==> config.mk <==
export PLATFORM = sky130hd
export DESIGN_NAME = rom_load_seq_flat
export DESIGN_NICKNAME = d
export VERILOG_FILES = /design/src/rtl/rom_load_seq_if.sv /design/src/rtl/rom_load_seq.sv /design/src/flat_wrapper.sv
export SDC_FILE = /design/constraint.sdc
export NUM_CORES = 1
export LEC_CHECK = 0
export CORE_UTILIZATION = 44
export CTS_CLUSTER_DIAMETER = 200
export DETAILED_ROUTE_END_ITERATION = 6
export GPL_ROUTABILITY_DRIVEN = 0
export MAX_ROUTING_LAYER = met4
export PLACE_DENSITY = 0.86
export SYNTH_ARGS = -nofsm -noshare
export SYNTH_HDL_FRONTEND = slang
export SYNTH_SLANG_ARGS = --single-unit
==> constraint.sdc <==
create_clock -name clk_sys -period 2.9 [get_ports clk_sys]
set_input_delay 0.58 -clock clk_sys [delete_from_list [all_inputs] [get_ports clk_sys]]
set_output_delay 0.58 -clock clk_sys [all_outputs]
set_load 0.02 [all_outputs]
==> src/rtl/rom_load_seq_if.sv <==
// ROM download bus between hps_io and the core.
// The ioctl_* byte stream comes in and the registered dn_* write port goes out.
interface rom_load_seq_if;
  logic        ioctl_download;
  logic        ioctl_wr;
  logic [24:0] ioctl_addr;
  logic [7:0]  ioctl_dout;
  logic [15:0] dn_addr;
  logic [7:0]  dn_data;
  logic        dn_wr;
  logic [2:0]  dn_region;

  // hps_io side: drives the download stream and watches the core write port
  modport master (
    output ioctl_download, ioctl_wr, ioctl_addr, ioctl_dout,
    input  dn_addr, dn_data, dn_wr, dn_region
  );

  // sequencer side: consumes the download stream and drives the core write port
  modport slave (
    input  ioctl_download, ioctl_wr, ioctl_addr, ioctl_dout,
    output dn_addr, dn_data, dn_wr, dn_region
  );
endinterface

==> src/rtl/rom_load_seq.sv <==
// ROM download sequencer for the ladybug core.
// Routes each downloaded byte to the CPU, graphics or colour PROM region.
// Checks that the image is complete, and owns the core reset: reset is held
// until a good image is in, then stretched by a fixed settle time.
module rom_load_seq #(
  parameter logic [15:0] CPU_END  = 16'h8000,
  parameter logic [15:0] GFX_END  = 16'hA000,
  parameter logic [15:0] PROM_END = 16'hA060,
  parameter logic [16:0] EXP_SIZE = 17'h0A060,
  parameter int          HOLD_CYC = 1024
) (
  input  logic          clk_sys,
  input  logic          reset,
  input  logic          user_reset,
  rom_load_seq_if.slave bus,
  output logic          core_reset,
  output logic          load_ok,
  output logic          load_err,
  output logic [16:0]   byte_cnt
);

  localparam logic [1:0] ST_BOOT = 2'd0;
  localparam logic [1:0] ST_LOAD = 2'd1;
  localparam logic [1:0] ST_HOLD = 2'd2;
  localparam logic [1:0] ST_RUN  = 2'd3;

  localparam int             CNT_W     = $clog2(HOLD_CYC);
  localparam logic [CNT_W-1:0] HOLD_LAST = CNT_W'(HOLD_CYC - 1);

  logic [1:0]       state;
  logic [CNT_W-1:0] hold_cnt;
  logic             oor;
  logic             addr_in_range;
  logic [2:0]       region_sel;
  logic             load_wr;
  logic             dn_wr_q;
  logic [15:0]      dn_addr_q;
  logic [7:0]       dn_data_q;
  logic [2:0]       dn_region_q;

  // Decode the incoming byte address into range check and one-hot region
  always_comb begin
    addr_in_range = (bus.ioctl_addr[24:16] == 9'd0) &&
                    (bus.ioctl_addr[15:0] < PROM_END);
    if (bus.ioctl_addr[15:0] < CPU_END) begin
      region_sel = 3'b001;
    end else if (bus.ioctl_addr[15:0] < GFX_END) begin
      region_sel = 3'b010;
    end else begin
      region_sel = 3'b100;
    end
  end

  // Writes only count while loading; the cycle that sees download low is the exit cycle
  assign load_wr = (state == ST_LOAD) && bus.ioctl_download && bus.ioctl_wr;

  // The core runs only in RUN, so reset follows the registered state
  assign core_reset = (state != ST_RUN);

  // Load / hold / run sequencing, byte counting and the load verdict
  always_ff @(posedge clk_sys) begin
    if (reset) begin
      state    <= ST_BOOT;
      hold_cnt <= HOLD_LAST;
      oor      <= 1'b0;
      load_ok  <= 1'b0;
      load_err <= 1'b0;
      byte_cnt <= 17'd0;
    end else begin
      case (state)
        ST_BOOT: begin
          if (bus.ioctl_download) begin
            state    <= ST_LOAD;
            byte_cnt <= 17'd0;
            oor      <= 1'b0;
            load_ok  <= 1'b0;
            load_err <= 1'b0;
          end
        end
        ST_LOAD: begin
          if (!bus.ioctl_download) begin
            if ((byte_cnt == EXP_SIZE) && !oor) begin
              load_ok  <= 1'b1;
              hold_cnt <= HOLD_LAST;
              state    <= ST_HOLD;
            end else begin
              load_err <= 1'b1;
              state    <= ST_BOOT;
            end
          end else if (bus.ioctl_wr) begin
            if (addr_in_range) begin
              if (byte_cnt != 17'h1FFFF) begin
                byte_cnt <= byte_cnt + 17'd1;
              end
            end else begin
              oor <= 1'b1;
            end
          end
        end
        ST_HOLD: begin
          if (bus.ioctl_download) begin
            state    <= ST_LOAD;
            byte_cnt <= 17'd0;
            oor      <= 1'b0;
            load_ok  <= 1'b0;
            load_err <= 1'b0;
          end else if (user_reset) begin
            hold_cnt <= HOLD_LAST;
          end else if (hold_cnt == '0) begin
            state <= ST_RUN;
          end else begin
            hold_cnt <= hold_cnt - 1'b1;
          end
        end
        ST_RUN: begin
          if (bus.ioctl_download) begin
            state    <= ST_LOAD;
            byte_cnt <= 17'd0;
            oor      <= 1'b0;
            load_ok  <= 1'b0;
            load_err <= 1'b0;
          end else if (user_reset) begin
            hold_cnt <= HOLD_LAST;
            state    <= ST_HOLD;
          end
        end
        default: state <= ST_BOOT;
      endcase
    end
  end

  // Registered core write port: one strobe per accepted in-range byte
  always_ff @(posedge clk_sys) begin
    if (reset) begin
      dn_wr_q     <= 1'b0;
      dn_addr_q   <= 16'd0;
      dn_data_q   <= 8'd0;
      dn_region_q <= 3'd0;
    end else begin
      dn_wr_q <= load_wr && addr_in_range;
      if (load_wr && addr_in_range) begin
        dn_addr_q   <= bus.ioctl_addr[15:0];
        dn_data_q   <= bus.ioctl_dout;
        dn_region_q <= region_sel;
      end
    end
  end

  assign bus.dn_wr     = dn_wr_q;
  assign bus.dn_addr   = dn_addr_q;
  assign bus.dn_data   = dn_data_q;
  assign bus.dn_region = dn_region_q;

endmodule
==> src/flat_wrapper.sv <==
// flat-port wrapper written by rule: the top's interface ports become plain ports
module rom_load_seq_flat 
#(
  parameter logic [15:0] CPU_END  = 16'h8000,
  parameter logic [15:0] GFX_END  = 16'hA000,
  parameter logic [15:0] PROM_END = 16'hA060,
  parameter logic [16:0] EXP_SIZE = 17'h0A060,
  parameter int          HOLD_CYC = 1024
)
  (clk_sys, reset, user_reset, core_reset, load_ok, load_err, byte_cnt, bus_ioctl_download, bus_ioctl_wr, bus_ioctl_addr, bus_ioctl_dout, bus_dn_addr, bus_dn_data, bus_dn_wr, bus_dn_region);
  rom_load_seq_if bus_i ();
  input  logic clk_sys;
  input  logic reset;
  input  logic user_reset;
  output logic core_reset;
  output logic load_ok;
  output logic load_err;
  output logic [16:0] byte_cnt;
  input wire logic [$bits(bus_i.ioctl_download)-1:0] bus_ioctl_download;
  input wire logic [$bits(bus_i.ioctl_wr)-1:0] bus_ioctl_wr;
  input wire logic [$bits(bus_i.ioctl_addr)-1:0] bus_ioctl_addr;
  input wire logic [$bits(bus_i.ioctl_dout)-1:0] bus_ioctl_dout;
  output wire logic [$bits(bus_i.dn_addr)-1:0] bus_dn_addr;
  output wire logic [$bits(bus_i.dn_data)-1:0] bus_dn_data;
  output wire logic [$bits(bus_i.dn_wr)-1:0] bus_dn_wr;
  output wire logic [$bits(bus_i.dn_region)-1:0] bus_dn_region;
  assign bus_i.ioctl_download = bus_ioctl_download;
  assign bus_i.ioctl_wr = bus_ioctl_wr;
  assign bus_i.ioctl_addr = bus_ioctl_addr;
  assign bus_i.ioctl_dout = bus_ioctl_dout;
  assign bus_dn_addr = bus_i.dn_addr;
  assign bus_dn_data = bus_i.dn_data;
  assign bus_dn_wr = bus_i.dn_wr;
  assign bus_dn_region = bus_i.dn_region;
  rom_load_seq #(.CPU_END(CPU_END), .GFX_END(GFX_END), .PROM_END(PROM_END), .EXP_SIZE(EXP_SIZE), .HOLD_CYC(HOLD_CYC)) u_core (.clk_sys(clk_sys), .reset(reset), .user_reset(user_reset), .bus(bus_i), .core_reset(core_reset), .load_ok(load_ok), .load_err(load_err), .byte_cnt(byte_cnt));
endmodule
==> results.tsv, run 1 <==
stage	metric	value	unit
timing	slew_violations	0	
setup_path	crit_start	u_core.byte_cnt[8]	
timing	slew_headroom	64.6	%
setup_path	r2r_end	u_core.byte_cnt[3]	
setup_path	startpoint_type	flop	
setup_path	arrival	3.03	ns
placed_design	numPortBuffers	85	
route	drtIter0Drc	286	
timing	tightest_slew	0.529	ns
route	wl	7.76	mm
clock_tree	clk_path_buf_depth	2	
die	start_util	46.4	%
global_routing	overflow	0	
timing	min_period	2.79	ns
placed_design	dp_cells	510	
power	irDropWorstVdd	0.000276	V
layout	nFillCells	497	
timing	hold_viol	0	
synth	synth.avg_cell_area	8.09	µm²
route	via_per_inst	5.64	
setup_path	crit_type	flop to flop	
global_routing	grt_max_degree	28	
setup_path	required	3.15	ns
timing	fin_setup_tns	0	ns
timing	hold_ws	0.452	ns
die	rows	28	
synth	synth-async-reset-ratio	0	%
layout	final_util	66.4	%
setup_path	crit_path_end	u_core.byte_cnt[3]	
clock_tree	clk_pin_slew	0.07	ns
clock_tree	root_buffer	clkbuf_8	
timing	post-route-period-util	96.1	%
layout	area_growth	43.1	%
synth	syn_inst	348	
min_path	hold_path_class	flop to flop	
route	dr.pass1.iters	5	
synth	synth_ff_type	dfxtp_1	
layout	nNetsFinal	491	
clock_tree	insertion_delay	0.33	ns
synth	synth.distinct_cells	50	
power	pwr_density_cell	411	nW/µm²
route	wl_per_cell	14.7	µm
layout	finalNonFillerCells	528	
placed_design	pre_cts_ws	0.0778	ns
die	die_area	6720	µm²
layout	regArea	1200	µm²
setup_path	path_max_fanout	9	
timing	setup_viol	0	
layout	final_area	4030	µm²
global_routing	grt_pass1_vias	2761	
timing	finalWorstSetupSlack	0.114	ns
placed_design	place_hpwl	5.61	mm
setup_path	ff2ff_setup_slack	0.11	ns
die	ioPinCount	86	
layout	drive_above_1_share	9.49	%
setup_path	timing.rr.start	u_core.byte_cnt[8]	
global_routing	grt_pass1_wl	12.6	mm
route	drc_errors	0	
die	core-area	6060	µm²
layout	multi_input_area	1500	µm²
power	power	1.65	mW
clock_tree	cts_buffers	9	
clock_tree	cts.sinks	60	
global_routing	antenna_found_initial	0	
synth	synth_nets	391	
min_path	hp-start	u_core.bus.dn_data[7]	
synth	ys_ff_latch	60	
layout	antenna_cells	0	
outcome	outcome	complete, no violations	
timing	finClkSkew	0.00530	ns
synth	ys_warn_count	0	
die	die_h	82.0	µm
flow_run	drv_cap	0	
power	p_leak	1.41	nW
route	via_count	2976	
placed_design	placed_cell_area	3810	µm²
synth	synth_area	2810	µm²
setup_path	endpoint_kind	flop	
timing	fmax	359	MHz
setup_path	rr_worst_depth	10	
clock_tree	cts_tree	yes	
synth	ys_seq_area_share	42.7	%
route	ant_nets	0	
clock_tree	ctsHtreeMaxLevel	3	
global_routing	grt_usage	25.2	%
die	die_w	82.0	µm
synth	synth_edf_count	0	
worst min-delay path by stage:
stage / endpoint / depth (start not counted)
after floorplan: u_core.oor / 2
after global placement: u_core.bus.dn_addr[7] / 2
after detailed placement: u_core.bus.dn_region[0] / 2
after CTS: u_core.bus.dn_region[0] / 2
after global routing: u_core.bus.dn_data[3] / 2
final: u_core.bus.dn_data[7] / 2
per-layer routing:
metal / vias to the layer above / part of all wire, % / global-route usage (%)
li1: 1463 / - / -
met1: 1373 / 42 / 31.3
met2: 122 / 49 / 39.9
met3: 18 / 6.7 / 6.00
met4: 0 / 1.6 / 8.60
met5: - / 0 / -
power by group:
part           internal, mW  total, mW  switching, mW
clock                 0.393      0.708          0.315
combinational        0.0642      0.117         0.0533
sequential            0.826      0.828        0.00219
total                  1.28       1.65          0.370
kinds of logic after synthesis:
| family | share of synthesized area, % |
|---|---|
| buffers and inverters | 4.71 |
| DFF | 42.7 |
| AOI/OAI and AO/OA | 20.4 |
| adders and majority gates | 2.22 |
| and+or+nand+nor | 30.0 |
synth_stat cells (2+ instances only):
cell	n	area [µm²]
nor3_1	6	30.0
or4_1	5	37.5
o211a_1	2	20.0
nand4_1	5	31.3
nor4b_1	2	17.5
nor3b_1	3	22.5
o41ai_1	2	17.5
nor2_1	18	67.6
a211oi_1	3	22.5
nand2b_1	5	31.3
nand3_1	8	40.0
a31oi_1	4	25.0
nand3b_1	3	22.5
ha_1	5	62.6
dfxtp_1	60	1200
or3_1	10	62.6
or2_2	2	12.5
clkbuf_8	2	27.5
o31ai_1	8	60.1
o21ai_1	11	55.1
a221o_1	2	20.0
nand2_1	73	274
nor4_2	2	25.0
o21ai_0	4	20.0
nand4b_1	4	35.0
inv_1	10	37.5
clkbuf_1	11	41.3
a21oi_1	51	255
and4_1	2	17.5
nor4_1	5	31.3
cell type report:
cell class / instances / area share [%]
clock buffers: 11 / 3.26
clock inverters: 5 / 1.31
inverters: 10 / 0.932
multi-input cells: 263 / 37.2
flip-flops and latches: 60 / 29.8
well taps: 75 / 2.33
repair buffers: 104 / 25.2
cells in the final DEF, fill, tap and decap left out, types with 6 or more instances in the layout:
cell type / count
clkdlybuf4s50_1: 85
nor3_1: 6
a21oi_1: 50
buf_4: 16
dfxtp_1: 60
or3_1: 10
nor2_1: 18
o21ai_1: 11
clkbuf_8: 9
inv_1: 10
o31ai_1: 8
nand2_1: 73
nand3_1: 8
what timing repair did:
item	CTS	global route
setup buffers	0	2
hold buffers	0	0
gates resized for setup	0	6
endpoints found under the setup margin	0	9
worst max-delay path, cell delays in order (launching register included):
cell     delay (ns)
dfxtp_1        0.35
and4_4         0.23
and4_2         0.27
nand4_1        0.14
nor2_1         0.07
ha_1           0.19
or3b_1         0.39
o31a_1         0.37
buf_6          0.17
or3_1          0.36
a21oi_1        0.18
flip-flops by register name (all words and copies together) (netlist names):
| signal | cells |
|---|---|
| u_core.oor | 1 |
| u_core.bus.dn_data | 8 |
| u_core.bus.dn_region | 3 |
| u_core.hold_cnt | 10 |
| u_core.bus.dn_addr | 16 |
| u_core.load_err | 1 |
| u_core.byte_cnt | 17 |
| u_core.bus.dn_wr | 1 |
| u_core.state | 2 |
| u_core.load_ok | 1 |
Power figures use the tool's default switching activity.
==> inputs of run 2 (changes only) <==
--- a/config.mk
+++ b/config.mk
@@ -9,6 +9,7 @@
 export CTS_CLUSTER_DIAMETER = 200
 export DETAILED_ROUTE_END_ITERATION = 6
 export GPL_ROUTABILITY_DRIVEN = 0
+export GPL_TIMING_DRIVEN = 0
 export MAX_ROUTING_LAYER = met4
 export PLACE_DENSITY = 0.86
 export SYNTH_ARGS = -nofsm -noshare
==> run 2 against run 1 <==
Sequential power about the same. Die area unchanged. Fmax shrank 0.87%. Critical path depth stayed put. Total power is 4.2% higher. Worst setup slack got worse by 0.024 ns. Flip-flop and latch count is the same. Largest cell class unchanged.
==> results.tsv, run 2 (same netlist as run 1, synthesis figures left out) <==
stage	metric	value	unit	change
layout	largest_reg_flops	17		unchanged
placed_design	numPortBuffers	84		-1.2%
timing	post-route-period-util	96.9	%	+0.84 points
route	wl	8.02	mm	+3.4%
global_routing	overflow	0		unchanged
route	drc_errors	0		unchanged
global_routing	grt_pass1_vias	2701		-2.2%
timing	finClkSkew	0.0109	ns	+0.00565 ns
layout	final_common_cell	clkdlybuf4s50_1		
clock_tree	ctsHtreeMaxLevel	3		unchanged
clock_tree	cts_buffers	9		unchanged
clock_tree	cts.sinks	60		unchanged
route	via_count	3014		+1.3%
min_path	hold_path_class	flop to flop		
placed_design	pre_cts_ws	-0.267	ns	-0.345 ns
setup_path	required	3.18	ns	+0.03 ns
setup_path	crit_start	u_core.byte_cnt[8]		
layout	top_register	u_core.byte_cnt		
timing	slew_violations	0		unchanged
clock_tree	insertion_delay	0.35	ns	+0.02 ns
timing	fmax	356	MHz	-0.87%
setup_path	path_max_fanout	10		+1
layout	final_cell_mix	clkdlybuf4s50_1 (84), nand2_1 (73), dfxtp_1 (57)		
route	dr.pass1.iters	5		unchanged
clock_tree	clk_pin_slew	0.07	ns	about the same
global_routing	antenna_found_initial	0		unchanged
route	wl_per_cell	15.3	µm	+4.2%
route	drtIter0Drc	275		-3.8%
timing	slew_headroom	59.3	%	-5.3 points
die	core-area	6060	µm²	unchanged
power	p_leak	1.37	nW	-2.4%
power	power	1.72	mW	+4.2%
clock_tree	clk_path_buf_depth	2		unchanged
global_routing	grt_pass1_wl	12.4	mm	-1.7%
setup_path	r2r_end	u_core.byte_cnt[14]		
die	die_area	6720	µm²	unchanged
power	pwr_density_cell	430	nW/µm²	+4.7%
setup_path	crit_type	flop to flop		
layout	antenna_cells	0		unchanged
timing	setup_viol	0		unchanged
timing	tightest_slew	0.609	ns	+0.0795 ns
outcome	outcome	complete, no violations		
layout	nFillCells	529		+6.4%
route	via_per_inst	5.75		+2.0%
global_routing	grt_max_degree	11		-61%
setup_path	rr_worst_depth	10		unchanged
placed_design	place_hpwl	5.73	mm	+2.1%
layout	nNetsFinal	487		-0.81%
global_routing	grt_usage	25.2	%	about the same
die	rows	28		unchanged
setup_path	crit_path_end	u_core.byte_cnt[14]		
die	ioPinCount	86		unchanged
setup_path	arrival	3.09	ns	+0.06 ns
clock_tree	root_buffer	clkbuf_8		
timing	finalWorstSetupSlack	0.0893	ns	-0.0245 ns
setup_path	startpoint_type	flop		
power	irDropWorstVdd	0.000293	V	+6.1%
layout	area_growth	42.4	%	
timing	hold_viol	0		unchanged
clock_tree	cts_tree	yes		
die	start_util	46.4	%	unchanged
route	ant_nets	0		unchanged
die	die_h	82.0	µm	unchanged
timing	min_period	2.81	ns	+0.0245 ns
layout	drive_above_1_share	8.91	%	-0.58 points
setup_path	endpoint_kind	flop		
die	die_w	82.0	µm	unchanged
setup_path	timing.rr.start	u_core.byte_cnt[8]		
flow_run	drv_cap	0		unchanged
setup_path	ff2ff_setup_slack	0.09	ns	-0.02 ns
[run 2: how the worst min path moves through the flow]
stage	startpoint	to	slack, ns	depth (start not counted)
2_1_floorplan	u_core.oor	u_core.oor	0.44	2
3_3_place_gp	u_core.bus.dn_addr[7]	u_core.bus.dn_addr[7]	0.44	2
3_5_place_dp	u_core.bus.dn_addr[7]	u_core.bus.dn_addr[7]	0.44	2
4_1_cts	u_core.bus.dn_addr[7]	u_core.bus.dn_addr[7]	0.45	2
5_1_grt	u_core.bus.dn_addr[2]	u_core.bus.dn_addr[2]	0.46	2
6_report	u_core.bus.dn_addr[7]	u_core.bus.dn_addr[7]	0.45	2
[run 2: area by class of cell]
| class | count | area [µm²] | share of cell area [%] |
|---|---|---|---|
| Tap cell | 75 | 93.8 | 2.34 |
| Clock inverter | 4 | 47.5 | 1.19 |
| Sequential cell | 60 | 1200 | 30.1 |
| Multi-Input combinational cell | 263 | 1510 | 37.8 |
| Clock buffer | 12 | 155 | 3.87 |
| Inverter | 10 | 37.5 | 0.937 |
| Timing Repair Buffer | 85 | 848 | 21.2 |
| Buffer | 15 | 105 | 2.62 |
[run 2: what timing repair did]
item / CTS / global route
endpoints found under the hold margin: 0 / 0
gates resized for setup: 2 / 18
hold buffers: 0 / 0
pin swaps: 0 / 2
setup buffers: 0 / 1
setup endpoints to repair: 5 / 34
[run 2: stage by stage]
step	TNS [ns]	utilization, %	hold WS (ns)	cell area, µm²	std cells
6_report	0	66.1	0.452	4010	524
3_5_place_dp	-4.54	61.8	0.445	3750	507
5_1_grt	-0.0399	66.1	0.462	4010	524
3_3_place_gp	-3.27	61.8	0.436	3750	507
2_1_floorplan	0	-	0.438	2810	348
4_1_cts	0	65.3	0.454	3960	523
[run 2: layer usage]
metal,vias up,track usage [%],share of wire [%]
met5,-,-,0
met4,0,8.42,0.98
met3,11,8.22,7.9
met2,131,40.6,49
met1,1411,29.4,42
li1,1461,-,-
[run 2: worst max-delay path, stage by stage, from the launching register on]
cell and delay, ns:
dfxtp_1 0.35, and4_4 0.22, and4_2 0.27, nand4_1 0.13
nor2_1 0.08, ha_2 0.20, or3b_1 0.43, o31a_1 0.40
buf_6 0.18, or3_1 0.34, a21oi_1 0.15
[run 2: power by group]
| group | internal [mW] | total (mW) | leakage (nW) | switching [mW] |
|---|---|---|---|---|
| clock | 0.441 | 0.776 | 0.102 | 0.336 |
| combinational | 0.0622 | 0.118 | 0.786 | 0.0555 |
| sequential | 0.826 | 0.828 | 0.486 | 0.00212 |
